File: config.mk
export PLATFORM = sky130hd
export DESIGN_NAME = pipelined_adder
export DESIGN_NICKNAME = d
export VERILOG_FILES = /design/src/rtl/adder_pkg.sv /design/src/rtl/adder_chunk_stage.sv /design/src/rtl/pipelined_adder.sv
export SDC_FILE = /design/constraint.sdc
export NUM_CORES = 2
export LEC_CHECK = 0
export BUFFER_PORTS_ARGS = -buffer_cell sky130_fd_sc_hd__buf_4
export CORE_ASPECT_RATIO = 1.25
export CORE_UTILIZATION = 56
export DETAILED_ROUTE_END_ITERATION = 8
export GPL_TIMING_DRIVEN = 0
export HOLD_SLACK_MARGIN = 0.15
export PLACE_DENSITY_LB_ADDON = 0.2
export SLEW_MARGIN = 25
export SYNTH_ARGS = -nofsm -noshare
export SYNTH_HDL_FRONTEND = slang
export SYNTH_HIERARCHICAL = 1
export SYNTH_SLANG_ARGS = --single-unit
File: constraint.sdc
create_clock -name clk -period 2.9 [get_ports clk]
set_clock_uncertainty 0.2 [all_clocks]
set_input_delay 0.145 -clock clk [delete_from_list [all_inputs] [get_ports clk]]
set_output_delay 0.145 -clock clk [all_outputs]
set_load 0.1 [all_outputs]
File: src/rtl/adder_pkg.sv
// adder_pkg: chunk-boundary helpers and configuration legality for pipelined_adder.
package adder_pkg;

    localparam int MAX_WIDTH = 512;

    function automatic int chunk_width(input int width, input int stages);
        return (width + stages - 1) / stages;
    endfunction

    function automatic int chunk_lo(input int k, input int cw);
        return k * cw;
    endfunction

    // Clamped to the operand MSB; may fall below chunk_lo for an empty trailing chunk.
    function automatic int chunk_hi(input int k, input int cw, input int width);
        return ((k + 1) * cw < width) ? (k + 1) * cw - 1 : width - 1;
    endfunction

    function automatic bit cfg_legal(input int width, input int stages);
        return (width >= 1) && (width <= MAX_WIDTH) && (stages >= 1) && (stages <= width);
    endfunction

endpackage

File: src/rtl/adder_chunk_stage.sv
// adder_chunk_stage: one registered carry-chunk slice; forwards the operand words.
// Operand inversion for subtraction exists only when ADDER_SUB_EN is defined.
module adder_chunk_stage #(
    parameter int WIDTH = 8,
    parameter int LO    = 0,
    parameter int HI    = 7
) (
    input  logic             clk,
    input  logic             rst_n,
    input  logic             en,
    input  logic [WIDTH-1:0] a_i,
    input  logic [WIDTH-1:0] b_i,
`ifdef ADDER_SUB_EN
    input  logic             sub_i,
`endif
    input  logic             cin_i,
    output logic [WIDTH-1:0] a_o,
    output logic [WIDTH-1:0] b_o,
    output logic             cout_o
);

    logic [WIDTH-1:0] a_d, a_q;
    logic [WIDTH-1:0] b_d, b_q;
    logic             cout_d, cout_q;

    if (LO <= HI) begin : g_chunk
        localparam int CWK = HI - LO + 1;
        logic [CWK-1:0] b_chunk;
        logic [CWK:0]   chunk_sum;

        always_comb begin
`ifdef ADDER_SUB_EN
            b_chunk = b_i[HI:LO] ^ {CWK{sub_i}};
`else
            b_chunk = b_i[HI:LO];
`endif
            chunk_sum = {1'b0, a_i[HI:LO]} + {1'b0, b_chunk} + {{CWK{1'b0}}, cin_i};
        end

        // The A word leaves with this chunk replaced by its partial sum.
        always_comb begin
            a_d    = a_q;
            b_d    = b_q;
            cout_d = cout_q;
            if (en) begin
                a_d        = a_i;
                a_d[HI:LO] = chunk_sum[CWK-1:0];
                b_d        = b_i;
                cout_d     = chunk_sum[CWK];
            end
        end
    end else begin : g_empty
        // Empty trailing chunk: only delays the carry so every stage has equal depth.
        always_comb begin
            a_d    = a_q;
            b_d    = b_q;
            cout_d = cout_q;
            if (en) begin
                a_d    = a_i;
                b_d    = b_i;
                cout_d = cin_i;
            end
        end
    end

    always_ff @(posedge clk) begin
        if (!rst_n) begin
            a_q    <= '0;
            b_q    <= '0;
            cout_q <= 1'b0;
        end else begin
            a_q    <= a_d;
            b_q    <= b_d;
            cout_q <= cout_d;
        end
    end

    assign a_o    = a_q;
    assign b_o    = b_q;
    assign cout_o = cout_q;

endmodule

File: src/rtl/pipelined_adder.sv
// pipelined_adder: operand register, STAGES carry-chunk slices and a result register
// under a global valid/ready stall. Define ADDER_SUB_EN to build the subtract path.
module pipelined_adder
    import adder_pkg::*;
#(
    parameter int WIDTH  = 89,
    parameter int STAGES = 4
) (
    input  logic             clk,
    input  logic             rst_n,
    input  logic             in_valid,
    output logic             in_ready,
    input  logic [WIDTH-1:0] a,
    input  logic [WIDTH-1:0] b,
    input  logic             sub,
    output logic             out_valid,
    input  logic             out_ready,
    output logic [WIDTH:0]   sum
);

    localparam int CW = chunk_width(WIDTH, STAGES);

    if (!cfg_legal(WIDTH, STAGES)) begin : g_bad_cfg
        $error("pipelined_adder: WIDTH must be 1..512 and STAGES 1..WIDTH");
    end

    logic              advance;
    logic [WIDTH-1:0]  a_d, a_q;
    logic [WIDTH-1:0]  b_d, b_q;
    logic [STAGES+1:0] vld_d, vld_q;
    logic [WIDTH:0]    sum_d, sum_q;
    logic [WIDTH-1:0]  aw [STAGES+1];
    logic [WIDTH-1:0]  bw [STAGES+1];
    logic [STAGES:0]   cy;
`ifdef ADDER_SUB_EN
    logic [STAGES:0]   sub_d, sub_q;
`endif

    // vld_q[0] is the operand register, [1..STAGES] the chunk slices, [STAGES+1] the result.
    always_comb begin
        advance = !vld_q[STAGES+1] || out_ready;
        a_d     = a_q;
        b_d     = b_q;
        vld_d   = vld_q;
        sum_d   = sum_q;
`ifdef ADDER_SUB_EN
        sub_d   = sub_q;
`endif
        if (advance) begin
            a_d   = a;
            b_d   = b;
            vld_d = {vld_q[STAGES:0], in_valid};
`ifdef ADDER_SUB_EN
            sub_d = {sub_q[STAGES-1:0], sub};
            sum_d = {cy[STAGES] ^ sub_q[STAGES], aw[STAGES]};
`else
            sum_d = {cy[STAGES], aw[STAGES]};
`endif
        end
    end

    always_ff @(posedge clk) begin
        if (!rst_n) begin
            a_q   <= '0;
            b_q   <= '0;
            vld_q <= '0;
            sum_q <= '0;
`ifdef ADDER_SUB_EN
            sub_q <= '0;
`endif
        end else begin
            a_q   <= a_d;
            b_q   <= b_d;
            vld_q <= vld_d;
            sum_q <= sum_d;
`ifdef ADDER_SUB_EN
            sub_q <= sub_d;
`endif
        end
    end

    assign aw[0] = a_q;
    assign bw[0] = b_q;
`ifdef ADDER_SUB_EN
    assign cy[0] = sub_q[0];
`else
    assign cy[0] = 1'b0;
`endif

    for (genvar k = 1; k <= STAGES; k++) begin : g_stage
        adder_chunk_stage #(
            .WIDTH (WIDTH),
            .LO    (chunk_lo(k - 1, CW)),
            .HI    (chunk_hi(k - 1, CW, WIDTH))
        ) u_stage (
            .clk    (clk),
            .rst_n  (rst_n),
            .en     (advance),
            .a_i    (aw[k-1]),
            .b_i    (bw[k-1]),
`ifdef ADDER_SUB_EN
            .sub_i  (sub_q[k-1]),
`endif
            .cin_i  (cy[k-1]),
            .a_o    (aw[k]),
            .b_o    (bw[k]),
            .cout_o (cy[k])
        );
    end

    assign in_ready  = advance;
    assign out_valid = vld_q[STAGES+1];
    assign sum       = sum_q;

endmodule

# --- Yosys cells after proc, flatten, opt, wreduce, memory -nomap -nowiden ---
# Cells that the tools add are included.
word_totals:
  input_bits: 183
  output_inout_bits: 92
  reg_bits: 901
  elab_cells: 24
op_classes:
  reduce_logical: 2
  n_addsub: 7
ops:
  columns: ["op", "n"]
  rows:
  - ["adder 23 x 23 -> 24 bit", 3]
  - ["adder 24 x 1 -> 24 bit", 2]
  - ["adder 20 x 20 -> 21 bit", 1]
  - ["adder 21 x 1 -> 21 bit", 1]
  - ["logical NOT 1 bit", 1]
  - ["logical OR 1 bit", 1]

# --- Depth between registers and ports, before layout ---
logic_depth:
  ltp_word: 2
  mapped_depth: 10
  depth_no_buf: 9

# --- Cells and area by module ---
# The synthesis kept the hierarchy.
by_module_without_submodules:
  columns: ["module", "seq_area_each_um2", "n_inst", "area_per_inst_um2", "cells_per_inst"]
  rows:
  - ["pipelined_adder", 5485.3, 1, 10864.2, 1183]
  - ["adder_chunk_stage (g_stage[1].u_stage)", 3583.4, 1, 7827.5, 740]
  - ["adder_chunk_stage (g_stage[2].u_stage)", 3583.4, 1, 7778.7, 741]
  - ["adder_chunk_stage (g_stage[4].u_stage)", 3583.4, 1, 7651.1, 720]
  - ["adder_chunk_stage (g_stage[3].u_stage)", 3583.4, 1, 7445.9, 761]

# --- Worst setup path after synthesis ---
# Ideal clock, no wire load.
synth_path:
  path_type: "reg-to-reg"
  startpoint: "reg vld_q[5]"
  endpoint: "reg g_stage[3].u_stage.a_q[63]"
  path_buffers: 1
  synth_period_minus_slack_ps: 3822
  path_stages_with_launch: 9
  setup_ps: 127
  arrival_ps: 3495
  slack_ps: -922
  t_required_ps: 2573
  path_cell_list: "dfxtp_1 > nor2b_2 > buf_6 > clkinv_1 > inv_2 > nor2_1 > and3_1 > a221o_1 > or3b_1"
synth_via:
  elab_chain_cells: 2
synth_rtl:
  columns: ["element", "line_no", "text"]
  rows:
  - ["from (decl)", "pipelined_adder.sv:30", "logic [STAGES+1:0] vld_d, vld_q;"]
  - ["from (signal assigned)", "pipelined_adder.sv:74", "vld_q <= vld_d;"]
  - ["logical NOT 1 bit", "pipelined_adder.sv:41", "advance = !vld_q[STAGES+1] || out_ready;"]
  - ["logical OR 1 bit", "pipelined_adder.sv:41", null]
  - ["net in_ready", "pipelined_adder.sv:12", "output logic in_ready,"]
  - ["to (signal assigned)", "adder_chunk_stage.sv:68", "a_q <= '0;"]
  - ["to (signal assigned)", "adder_chunk_stage.sv:72", "a_q <= a_d;"]
  - ["to (decl)", "adder_chunk_stage.sv:22", "logic [WIDTH-1:0] a_d, a_q;"]
# The timed path passes the listed nets, and every way through them passes these cells.
# A chain may end at the register's enable or synchronous reset.

# --- Worst setup path in the final report ---
layout_path:
  startpoint: "reg g_stage[3].u_stage.a_q[69]"
  endpoint: "reg g_stage[4].u_stage.a_q[85]"
layout_via:
  elab_chain_cells: 2
layout_rtl:
  columns: ["element", "line_no", "text"]
  rows:
  - ["adder 20 x 20 -> 21 bit", "adder_chunk_stage.sv:37", "chunk_sum = {1'b0, a_i[HI:LO]} + {1'b0, b_chunk} + {{CWK{1'b0}}, cin_i};"]
  - ["adder 21 x 1 -> 21 bit", "adder_chunk_stage.sv:37", null]
  - ["to (signal assigned)", "adder_chunk_stage.sv:68", null]
  - ["to (signal assigned)", "adder_chunk_stage.sv:72", null]
  - ["to (decl)", "adder_chunk_stage.sv:22", null]
# No other way between the ends.

==> run_results.csv <==
group,metric,value,unit
grt,grt_pass1_wl,145000,um
detailed_routing,ant_nets,0,
placed_design,placedInstanceArea,36300,um^2
die,design.core.area,58600,um^2
critical_path,r2r_start,"g_stage[3].u_stage/a_o[69]",
power,p_int,17800,uW
grt,grt_overflow,0,
timing,clock.fmax,356,MHz
placed_design,dp.final_hpwl,62800,um
detailed_routing,routed-via-count,26600,
power,p_clk_frac,0.431,
critical_path,cp_num_cells,9,
critical_path,reg2reg_depth,9,
clock_tree,insertion_delay,610,ps
synthesis,synth_area_per_cell,9.73,um^2
critical_path,crit_arrival,3070,ps
detailed_routing,wl,94500,um
placed_design,gp_congestion,0.917,
critical_path,max_stage_delay,420,ps
timing,setup_viol,0,
critical_path,cp_slowest_cell,"fa_2",
min_path,hold_end,"a_q[24]",
power,power_frac_comb,0.091,
power,sw_frac_of_total,0.236,
critical_path,crit_chain,"fa_2 -> fa_2 -> a211oi_2 -> o21bai_1 -> a21oi_2 -> o31ai_2 -> o31ai_2 -> xor2_1 -> a21oi_1",
timing,post-route-period-util,0.969,
power,ir_drop,0.357,mV
outcome,violations,"design-rule violations",
cells_and_area,area_growth,26.2,%
detailed_routing,first_pass_iters,8,
run,drv_cap,0,
timing,relSlewSlack,0.304,
grt,track_usage,0.306,
critical_path,reg2reg_slack,90,ps
timing,tns,0,ps
clock_tree,cts_buffers,74,
critical_path,crit_type,"flip-flop to flip-flop",
synthesis,yosysWarningCount,6,
outcome,status,"complete, but fails checks",
critical_path,cp_top_family,"compound AO/OA/AOI/OAI gates",
clock_tree,numClockSinks,763,
die,dieArea,60500,um^2
clock_tree,cts-root-buf,"clkbuf_16",
min_path,worst_hold_path.num_cells,4,
synthesis,synthCells,3425,
min_path,hp-start,"a[24]",
timing,slew_violations,0,
die,die_width,220,um
timing,worst-slew-pin-transition,1040,ps
critical_path,critPathRequiredTime,3160,ps
cells_and_area,final_nets,4362,
power,power_density,555,nW/um^2
critical_path,end_kind,"flip-flop",
min_path,worstHoldPathType,"input port to flip-flop",
clock_tree,htreeDepth,3,
power,leakagePower,0.0194,uW
detailed_routing,drc,34,
grt,grt_max_degree,16,
die,start_util,0.569,
power,p_sw,5510,uW
detailed_routing,wl_per_cell,19.3,um
detailed_routing,drtIter0Drc,1609,
timing,finalCriticalPeriod,2810,ps
synthesis,syn-num-nets,3701,
die,io_pins,275,
grt,grt_antenna_before_repair,2,
grt,grt_pass1_vias,26600,
critical_path,r2r-end,"g_stage[4].u_stage/a_o[85]",
cells_and_area,final_cell_area,42100,um^2
placed_design,port_buffers,272,
die,rows,99,
critical_path,cp_max_fo,3,
clock_tree,tritoncts,"yes",
clock_tree,clk_path_buf_depth,3,
critical_path,critPathBufInv,0,
power,total_power,23300,uW
detailed_routing,viasPerCell,5.43,
timing,finalHoldViolations,0,
clock_tree,clk_pin_slew_worst_paths,60,ps
critical_path,cp-start-kind,"flip-flop",
die,fp.dieH,275,um
cells_and_area,final_util,0.718,
synthesis,syn_area,33300,um^2
cells_and_area,drive_gt1_frac,0.136,
power,seq_power_share,0.478,
[area by class of cell]
class	count	area [um^2]
plain buffers	222	1230
multi-input cells	2416	16800
well taps	757	947
repair buffers	586	5180
flip-flops and latches	763	15300
diodes	2	5.00
clock buffers	110	2250
inverters	23	91.3
clock inverters	23	284
fillers	4260	16500
[registers in the layout, summed over array words and instances (netlist names)]
register,cells
sum,90
g_stage.u_stage/cout_o,4
g_stage.u_stage/a_o,356
b_q,89
vld_q,6
g_stage.u_stage/b_o,129
a_q,89
[tightest hold or removal path: cells and delay by family]
family / cells / cell delay [ps]
multiplexers: 1 / 120
AND/OR/NAND/NOR: 1 / 50
buffers and inverters: 2 / 610
[worst max path at each step]
stage                          startpoint                         end  slack (ps)
2_1_floorplan  g_stage[3].u_stage/a_o[69]   g_stage[4].u_stage/cout_o         190
3_3_place_gp                     vld_q[5]   g_stage[1].u_stage/a_o[8]        -440
3_5_place_dp                     vld_q[5]   g_stage[1].u_stage/a_o[7]        -490
4_1_cts                            a_q[0]  g_stage[1].u_stage/a_o[22]         -10
5_1_grt        g_stage[2].u_stage/a_o[46]  g_stage[3].u_stage/a_o[64]          -3
6_report       g_stage[3].u_stage/a_o[69]  g_stage[4].u_stage/a_o[85]          90
[stage by stage]
stage	worst slack [ps]	instances	hold WS (ps)
3_5_place_dp	-491	4454	205
6_report	89.6	4902	162
4_1_cts	-13.2	4899	150
3_3_place_gp	-440	4454	197
5_1_grt	-2.79	4900	161
2_1_floorplan	191	3425	83.8
[power by group through the flow]
stage	Clock [uW]	Sequential, uW	Combinational (uW)
6_report	10100	11200	2120
3_3_place_gp	0	11400	1680
5_1_grt	10600	11200	2280
2_1_floorplan	0	11400	1040
3_5_place_dp	0	11400	1710
4_1_cts	10200	11100	2050
[layer usage]
layer  track usage  part of all wire  routed length, um
met5             0                 0                  0
met4         0.133             0.039               3670
met3        0.0347             0.041               3860
met2         0.545              0.50              47100
met1         0.369              0.42              39900
[repair_timing]
item | in CTS | in global routing
resized for setup | 9 | 13
buffers inserted | 1 | 1
pin swaps | 4 | 8
hold buffers | 312 | 0
endpoints found under the setup margin | 84 | 43
gates cloned | 0 | 0
endpoints found under the hold margin | 324 | 0
[layout by cell type, fill, tap and decap left out, types with 79 or more instances in the layout]
cell and count:
dlygate4sd3_1 312, nor2b_1 347, dfxtp_1 762, clkbuf_16 79, clkbuf_1 101, mux2i_1 700
ha_1 85, nand2_1 639, buf_4 289, nor2_1 137
Note: power is estimated with default switching activity, not from simulation.
